**src/rtl/laser_spot_locator.sv**
```systemverilog
// Luma-threshold laser spot centroid (SPOT_BBOX_EN adds a hit bounding box); spot_valid 30 cycles after frame_done rises.
// No backpressure: words arriving while the divider runs are dropped, words past the last pixel raise sticky overrun.
module laser_spot_locator #(
  parameter int H_WORDS   = 320,
  parameter int V_LINES   = 480,
  parameter int MIN_COUNT = 4
) (
  input  logic        pclk,
  input  logic        reset,
  input  logic [31:0] pixel_data,
  input  logic        pixel_done,
  input  logic        frame_done,
  input  logic [7:0]  y_thresh,
  output logic [9:0]  spot_x,
  output logic [8:0]  spot_y,
  output logic        spot_found,
  output logic        spot_valid,
  output logic [18:0] hit_count,
  output logic        busy,
`ifdef SPOT_BBOX_EN
  output logic [9:0]  bbox_x_min,
  output logic [9:0]  bbox_x_max,
  output logic [8:0]  bbox_y_min,
  output logic [8:0]  bbox_y_max,
`endif
  output logic        overrun
);
  localparam logic [8:0]  COL_LAST = 9'(H_WORDS - 1);
  localparam logic [8:0]  ROW_LAST = 9'(V_LINES - 1);
  localparam logic [18:0] MIN_CNT  = 19'(MIN_COUNT);

  typedef enum logic [1:0] {ACCUM, DIVIDE, DONE} state_t;

  state_t      state;
  logic [8:0]  col, row;
  logic        full, prev_frame_done;
  logic [27:0] sum_x, sum_y;
  logic [18:0] cnt, rem_x, rem_y;
  logic [4:0]  iter;

  logic        hit0, hit1, frame_rise, accept;
  logic [9:0]  x0, x1, x_lo, x_hi;
  logic [27:0] add_x, add_y;
  logic [18:0] add_c;
  logic [19:0] tx, ty, dx, dy;
  logic        ge_x, ge_y, found, q_ok;
  logic        unused_bits;

`ifdef SPOT_BBOX_EN
  logic [9:0] run_x_min, run_x_max;
  logic [8:0] run_y_min, run_y_max;
`endif

  always_comb begin
    hit0       = pixel_data[31:24] >= y_thresh;
    hit1       = pixel_data[7:0] >= y_thresh;
    frame_rise = frame_done & ~prev_frame_done;
    accept     = pixel_done & ~full;
    x0         = {col, 1'b0};
    x1         = {col, 1'b1};
    x_lo       = hit0 ? x0 : x1;
    x_hi       = hit1 ? x1 : x0;
    add_x      = (hit0 ? 28'(x0) : 28'd0) + (hit1 ? 28'(x1) : 28'd0);
    add_y      = (hit0 ? 28'(row) : 28'd0) + (hit1 ? 28'(row) : 28'd0);
    add_c      = 19'(hit0) + 19'(hit1);
    // Restoring step: sum_x/sum_y shift out dividend bits and shift in quotient bits.
    tx         = {rem_x, sum_x[27]};
    ty         = {rem_y, sum_y[27]};
    dx         = tx - {1'b0, cnt};
    dy         = ty - {1'b0, cnt};
    ge_x       = tx >= {1'b0, cnt};
    ge_y       = ty >= {1'b0, cnt};
    found      = cnt >= MIN_CNT;
    q_ok       = found && (cnt != 19'd0);
  end

  assign unused_bits = ^{pixel_data[23:8], dx[19], dy[19]};

  always_ff @(posedge pclk) begin
    if (reset) begin
      state           <= ACCUM;
      col             <= '0;
      row             <= '0;
      full            <= 1'b0;
      prev_frame_done <= 1'b0;
      sum_x           <= '0;
      sum_y           <= '0;
      cnt             <= '0;
      rem_x           <= '0;
      rem_y           <= '0;
      iter            <= '0;
      spot_x          <= '0;
      spot_y          <= '0;
      spot_found      <= 1'b0;
      spot_valid      <= 1'b0;
      hit_count       <= '0;
      busy            <= 1'b0;
      overrun         <= 1'b0;
`ifdef SPOT_BBOX_EN
      run_x_min       <= 10'd639;
      run_x_max       <= '0;
      run_y_min       <= 9'd479;
      run_y_max       <= '0;
      bbox_x_min      <= '0;
      bbox_x_max      <= '0;
      bbox_y_min      <= '0;
      bbox_y_max      <= '0;
`endif
    end else begin
      prev_frame_done <= frame_done;
      spot_valid      <= 1'b0;
      case (state)
        ACCUM: begin
          if (pixel_done && full) overrun <= 1'b1;
          if (accept) begin
            sum_x <= sum_x + add_x;
            sum_y <= sum_y + add_y;
            cnt   <= cnt + add_c;
`ifdef SPOT_BBOX_EN
            if (hit0 || hit1) begin
              if (x_lo < run_x_min) run_x_min <= x_lo;
              if (x_hi > run_x_max) run_x_max <= x_hi;
              if (row < run_y_min) run_y_min <= row;
              if (row > run_y_max) run_y_max <= row;
            end
`endif
            if (col == COL_LAST) begin
              col <= '0;
              if (row == ROW_LAST) begin
                row  <= '0;
                full <= 1'b1;
              end else begin
                row <= row + 9'd1;
              end
            end else begin
              col <= col + 9'd1;
            end
          end
          if (frame_rise) begin
            state <= DIVIDE;
            busy  <= 1'b1;
            iter  <= '0;
            rem_x <= '0;
            rem_y <= '0;
          end
        end
        DIVIDE: begin
          sum_x <= {sum_x[26:0], ge_x};
          sum_y <= {sum_y[26:0], ge_y};
          rem_x <= ge_x ? dx[18:0] : tx[18:0];
          rem_y <= ge_y ? dy[18:0] : ty[18:0];
          iter  <= iter + 5'd1;
          if (iter == 5'd27) state <= DONE;
        end
        DONE: begin
          spot_found <= found;
          spot_x     <= q_ok ? sum_x[9:0] : 10'd0;
          spot_y     <= q_ok ? sum_y[8:0] : 9'd0;
          hit_count  <= cnt;
          spot_valid <= 1'b1;
          busy       <= 1'b0;
          sum_x      <= '0;
          sum_y      <= '0;
          cnt        <= '0;
          col        <= '0;
          row        <= '0;
          full       <= 1'b0;
`ifdef SPOT_BBOX_EN
          bbox_x_min <= found ? run_x_min : 10'd0;
          bbox_x_max <= found ? run_x_max : 10'd0;
          bbox_y_min <= found ? run_y_min : 9'd0;
          bbox_y_max <= found ? run_y_max : 9'd0;
          run_x_min  <= 10'd639;
          run_x_max  <= '0;
          run_y_min  <= 9'd479;
          run_y_max  <= '0;
`endif
          state      <= ACCUM;
        end
        default: state <= ACCUM;
      endcase
    end
  end
endmodule

```
**config.mk**
```make
export PLATFORM = sky130hd
export DESIGN_NAME = laser_spot_locator
export DESIGN_NICKNAME = d
export VERILOG_FILES = /design/src/rtl/laser_spot_locator.sv
export SDC_FILE = /design/constraint.sdc
export NUM_CORES = 1
export LEC_CHECK = 0
export ABC_CLOCK_PERIOD_IN_PS = 6100
export BUFFER_PORTS_ARGS = -buffer_cell sky130_fd_sc_hd__buf_2
export CELL_PAD_IN_SITES_DETAIL_PLACEMENT = 0
export CELL_PAD_IN_SITES_GLOBAL_PLACEMENT = 2
export CORE_MARGIN = 2
export CORE_UTILIZATION = 37
export DETAILED_ROUTE_END_ITERATION = 12
export GPL_TIMING_DRIVEN = 0
export PLACE_DENSITY = 0.78
export SLEW_MARGIN = 0
export SYNTH_ARGS = -nofsm -noshare
export SYNTH_HDL_FRONTEND = slang
export SYNTH_SLANG_ARGS = --single-unit
```
**constraint.sdc**
```tcl
create_clock -name pclk -period 6.1 [get_ports pclk]
set_clock_uncertainty 0.05 [all_clocks]
set_input_delay 0.305 -clock pclk [delete_from_list [all_inputs] [get_ports pclk]]
set_output_delay 0.305 -clock pclk [all_outputs]
set_load 0.02 [all_outputs]
```
# Yosys cells after proc, flatten, opt, wreduce, memory -nomap -nowiden
# Cells that the tools add are included.
dict set report word_totals {
  regBits 182
  in_bits 44
  elab_cells 99
  out_inout_bits 42
}
dict set report classes {
  n_reduce_logical 15
  n_eq_ne 10
  addsub 11
  mux 36
  order_cmp 5
  bitwise_logic 4
}
# op n
set ops {}
lappend ops {{one-hot mux 28 bit (3 select lines)} 2}
lappend ops {{one-hot mux 19 bit (2 select lines)} 3}
lappend ops {{two-way mux 19 bit} 4}
lappend ops {{two-way mux 9 bit} 8}
lappend ops {{two-way mux 28 bit} 2}
lappend ops {{>= comparator 20 x 19 -> 1 bit} 2}
lappend ops {{subtractor 19 bit} 2}
lappend ops {{one-hot mux 9 bit (2 select lines)} 2}
lappend ops {{two-way mux 10 bit} 3}
lappend ops {{adder 28 x 10 -> 28 bit} 1}
lappend ops {{adder 28 x 11 -> 28 bit} 1}
lappend ops {{adder 19 x 2 -> 19 bit} 1}
lappend ops {{>= comparator 19 x 3 -> 1 bit, second input constant} 1}
lappend ops {{nonzero test 19 bit} 1}
lappend ops {{adder 9 x 1 -> 9 bit, second input constant} 2}
lappend ops {{== test 9 bit, second input constant} 2}
lappend ops {{>= comparator 8 bit} 2}
lappend ops {{AND reduction 2 bit} 6}
lappend ops {{adder 10 x 10 -> 11 bit} 1}
lappend ops {{adder 9 x 9 -> 10 bit} 1}
lappend ops {{inequality test 2 bit, second input constant} 5}
lappend ops {{one-hot mux 5 bit (2 select lines)} 1}
lappend ops {{adder 5 x 1 -> 5 bit, second input constant} 1}
lappend ops {{== test 5 bit, second input constant} 1}
lappend ops {{other kinds (16)} 26}

# Longest topological paths before layout
dict set report depth {
  ltp_word 6
  ltp_mapped 25
  depth_no_buf 23
}

# Worst setup path after synthesis
# No wires, ideal clock.
dict set report synth_path {
  path_type {input to register}
  start {in pixel_data[24]}
  end {reg sum_x[21]}
  t_arrival_ns 4.431
  n_path_buf 1
  setup_ns 0.116
  path_slack_ns 1.503
  cell_stages 24
  required_time_ns 5.934
  cell_sequence {inv_1 > ha_1 > nand2b_1 > a21o_1 > a21o_1 > a21oi_1 > nor2b_1 > o21ai_0 > a211o_1 > clkbuf_1 > nand2b_1 > fa_1 > inv_1 > ha_1 > inv_1 > fa_1 > nor2b_1 > o21ai_0 > a21oi_1 > o31ai_2 > nand2_1 > nand2b_1 > o311a_1 > a31o_2}
}
dict set report synth_between {
  elab_chain_len 6
}
# element line_no
set synth_lines {}
lappend synth_lines {{start: declaration} 10} ;# input logic [31:0] pixel_data,
lappend synth_lines {{>= comparator 8 bit} 55} ;# hit0 = pixel_data[31:24] >= y_thresh;
lappend synth_lines {{two-way mux 10 bit} 63} ;# add_x = (hit0 ? 28'(x0) : 28'd0) + (hit1 ? 28'(x1) : 28'd0);
lappend synth_lines {{adder 10 x 10 -> 11 bit} 63}
lappend synth_lines {{adder 28 x 11 -> 28 bit} 116} ;# sum_x <= sum_x + add_x;
lappend synth_lines {{two-way mux 28 bit} 115} ;# if (accept) begin
lappend synth_lines {{one-hot mux 28 bit (3 select lines)} 112} ;# case (state)
lappend synth_lines {{end signal: assignment} 116}
lappend synth_lines {{end signal: assignment} 148} ;# sum_x <= {sum_x[26:0], ge_x};
lappend synth_lines {{end: declaration} 37} ;# logic [27:0] sum_x, sum_y;
# No other way between the ends. The select of a mux whose other input is x is not followed.
# A chain may end at the register's enable or synchronous reset.

# Worst setup path after layout
dict set report layout_path {
  start {in pixel_data[0]}
  end {reg sum_x[21]}
}
dict set report layout_between {
  elab_chain_len 6
}
# element line_no
set layout_lines {}
lappend layout_lines {{>= comparator 8 bit} 56} ;# hit1 = pixel_data[7:0] >= y_thresh;
lappend layout_lines {{two-way mux 10 bit} 63}
lappend layout_lines {{adder 10 x 10 -> 11 bit} 63}
lappend layout_lines {{adder 28 x 11 -> 28 bit} 116}
lappend layout_lines {{two-way mux 28 bit} 115}
lappend layout_lines {{one-hot mux 28 bit (3 select lines)} 112}
# No other way between the ends. The select of a mux whose other input is x is not followed.

==> impl_metrics.json <==
{
  "status": "completed",
  "dr.pass1.iters": 5,
  "reg2reg_slack_ns": 2.34,
  "antenna_found_initial": 0,
  "ys_warn_count": 0,
  "cts_root_buf": "clkbuf_16",
  "finalWirelength_um": 37860,
  "r2r-end": "sum_y[25]",
  "drive_above_1_share_pct": 8.429,
  "clock.fmax_mhz": 196.0,
  "numCtsBuffers": 17,
  "clockBufferDepth": 2,
  "tns_ns": 0,
  "path_buf_inv": 5,
  "initial_core_util_pct": 37.50,
  "post_dp_cell_area_um2": 12650,
  "crit_type": "in2reg",
  "hold_end": "prev_frame_done",
  "drt_iter0_markers": 787,
  "die_h_um": 182.6,
  "overflow": 0,
  "syn2layout_area_growth_pct": 12.13,
  "nFillCells": 3252,
  "max-vdd-ir-drop_v": 0.0002020,
  "synth_cell_type_count": 75,
  "worstHoldStart": "frame_done",
  "reg2regPathDepth": 14,
  "io_buffers": 68,
  "final_cell_area_um2": 13230,
  "grt_pass1_vias": 10400,
  "utilization_pct": 42.05,
  "ys_ff_latch": 182,
  "startpoint_type": "input port",
  "postCtsSetupRepairBufs": 0,
  "dr_wl_met2_um": 15900,
  "relSlewSlack_pct": 24.70,
  "grt_pass1_wl_um": 60070,
  "syn_area_um2": 11800,
  "timing.rr.start": "row[1]",
  "p_per_area_nw_per_um2": 288.0,
  "worstMarginPinSlew_ns": 1.130,
  "core_area_um2": 31470,
  "syn_inst": 1466,
  "vias": 11040,
  "cp-end-kind": "register",
  "dp_slack_ns": 0.5482,
  "critPathArrivalTime_ns": 5.40,
  "via_per_inst": 5.612,
  "pin_count": 86,
  "synth_seq_area_share_pct": 30.87,
  "period_minus_slack_ns": 5.103,
  "drv_slew": 0,
  "synth_ff_type": "dfxtp_1",
  "wl_met1_um": 19470,
  "clock-sinks": 182,
  "maxCapViolations": 0,
  "crit_family": "compound AO/OA/AOI/OAI gates",
  "postSynth.asyncResetShare_pct": 0,
  "clk_latency_ns": 0.47,
  "synthesis.nets": 1614,
  "track_usage_pct": 23.22,
  "dpl.hpwl_um": 28260,
  "final_nets": 1701,
  "diodes": 0,
  "cp_max_fo": 10,
  "crit_slowest_cell": "clkbuf_1",
  "rows": 65,
  "synth_edf_count": 0,
  "top_layer_used": "met4",
  "syn_area_per_cell_um2": 8.051,
  "die_w_um": 182.6,
  "h-tree-depth": 4,
  "critPathMaxStageDelay_ns": 0.43,
  "period_share_pct": 83.65,
  "p_leak_nw": 5.374,
  "rsz0062_at_grt": "false",
  "min-delay-path-class": "in2reg",
  "setup_slack_ns": 0.9974,
  "antenna_left": 0,
  "globalplace.congestion": 0.8371,
  "cts_resized": 0,
  "wl_per_cell_um": 19.24,
  "wl_met3_um": 1946,
  "worstPathRequired_ns": 6.40,
  "cts_tree": "yes",
  "setup_viol": 0,
  "total_power_mw": 3.811,
  "hold_violations": 0,
  "stdcell_count": 1968,
  "clk_pin_slew_ns": 0.07,
  "dp_cells": 1936,
  "drc": 0,
  "ctsHoldBuffers": 0,
  "grt_max_degree": 20,
  "hold_slack_ns": 0.03702,
  "fp.dieArea_um2": 33340,
  "min_path_cells": 2
}
[synth_stat cells (32+ instances only)]
cell / n / area share, %
nand3_1: 45 / 1.9
nor3_1: 43 / 1.8
inv_1: 57 / 1.8
clkbuf_1: 55 / 1.7
xnor2_1: 44 / 3.3
dfxtp_1: 182 / 31
nor2_1: 179 / 5.7
mux2i_1: 40 / 3.4
nand2_1: 109 / 3.5
nor2b_1: 49 / 2.6
and3_1: 32 / 1.7
o21ai_0: 103 / 4.4
a21oi_1: 120 / 5.1
ha_1: 81 / 8.6
[placed cells by master (no fill, tap or decap), types with 7 or more instances in the layout]
cell and instances:
dfxtp_1 182, nor2_1 179, a21oi_1 120, nand2_1 109, o21ai_0 103, ha_1 81, buf_2 73, inv_1 57
clkbuf_1 55, nor2b_1 49, nand3_1 45, xnor2_1 44, nor3_1 42, mux2i_1 40, and3_1 32, a21o_1 27
a22oi_1 26, fa_1 23, xor2_1 19, a211oi_1 18, clkbuf_16 17, a31oi_1 15, nand2b_1 14, a32oi_1 14
nor4_1 11, o21a_1 10, a311oi_1 10, o22ai_1 10, o211ai_1 9, nand4_1 9, inv_6 7
[where the power goes]
part	switching, mW	internal [mW]
Clock	0.584	0.550
Combinational	0.823	0.558
Sequential	0.0612	1.23
Total	1.47	2.34
[how the worst max path moves through the flow]
stage | start | end | slack (ns) | depth (start not counted)
finish | pixel_data[0] | sum_x[21] | 1.0 | 25
global route | pixel_data[24] | sum_x[21] | 0.54 | 25
CTS | pixel_data[0] | sum_x[21] | 1.02 | 25
detailed placement | pixel_data[0] | sum_x[21] | 0.55 | 25
global placement | pixel_data[0] | sum_x[21] | 0.53 | 25
floorplan | pixel_data[24] | sum_x[21] | 1.50 | 24
[layout make-up]
| type | count | area (um2) | area share, % |
|---|---|---|---|
| Buffer | 69 | 281.5 | 2.127 |
| Clock buffer | 17 | 425.4 | 3.215 |
| Clock inverter | 15 | 157.7 | 1.191 |
| Inverter | 59 | 221.5 | 1.673 |
| Multi-Input combinational cell | 1156 | 7661 | 57.89 |
| Sequential cell | 182 | 3643 | 27.53 |
| Tap cell | 402 | 503.0 | 3.801 |
| Timing Repair Buffer | 68 | 340.3 | 2.572 |
[kinds of logic after synthesis]
kind of cell               share of synthesized area, %
buffers and inverters                             4.262
xor gates and xnor gates                          4.675
muxes                                             3.583
DFF                                               30.87
adders and majority gates                         12.49
AOI/OAI and AO/OA                                 22.53
and+or+nand+nor                                   21.59
[registers in the layout (all words and copies together), names as in the netlist, 2 cells and up]
| name | cells |
|---|---|
| rem_x | 19 |
| state | 2 |
| sum_x | 28 |
| row | 9 |
| sum_y | 28 |
| hit_count | 19 |
| cnt | 19 |
| spot_x | 10 |
| col | 9 |
| iter | 5 |
| spot_y | 9 |
| rem_y | 19 |
[worst register-to-register path: cells and delay by family, from the launching register on]
kind	cells	cell delay [ns]
adders and majority gates	3	1.11
AOI/OAI and AO/OA	5	1.02
and+or+nand+nor	4	0.60
buffers and inverters	2	0.50
DFF	1	0.35
[layer usage]
| layer | track usage (%) | up-vias |
|---|---|---|
| met4 | 6.452 | 0 |
| li1 | - | 5453 |
| met1 | 34.91 | 5269 |
| met3 | 3.033 | 28 |
| met5 | 0 | - |
| met2 | 34.51 | 294 |
Note: power is estimated with default switching activity, not from simulation.
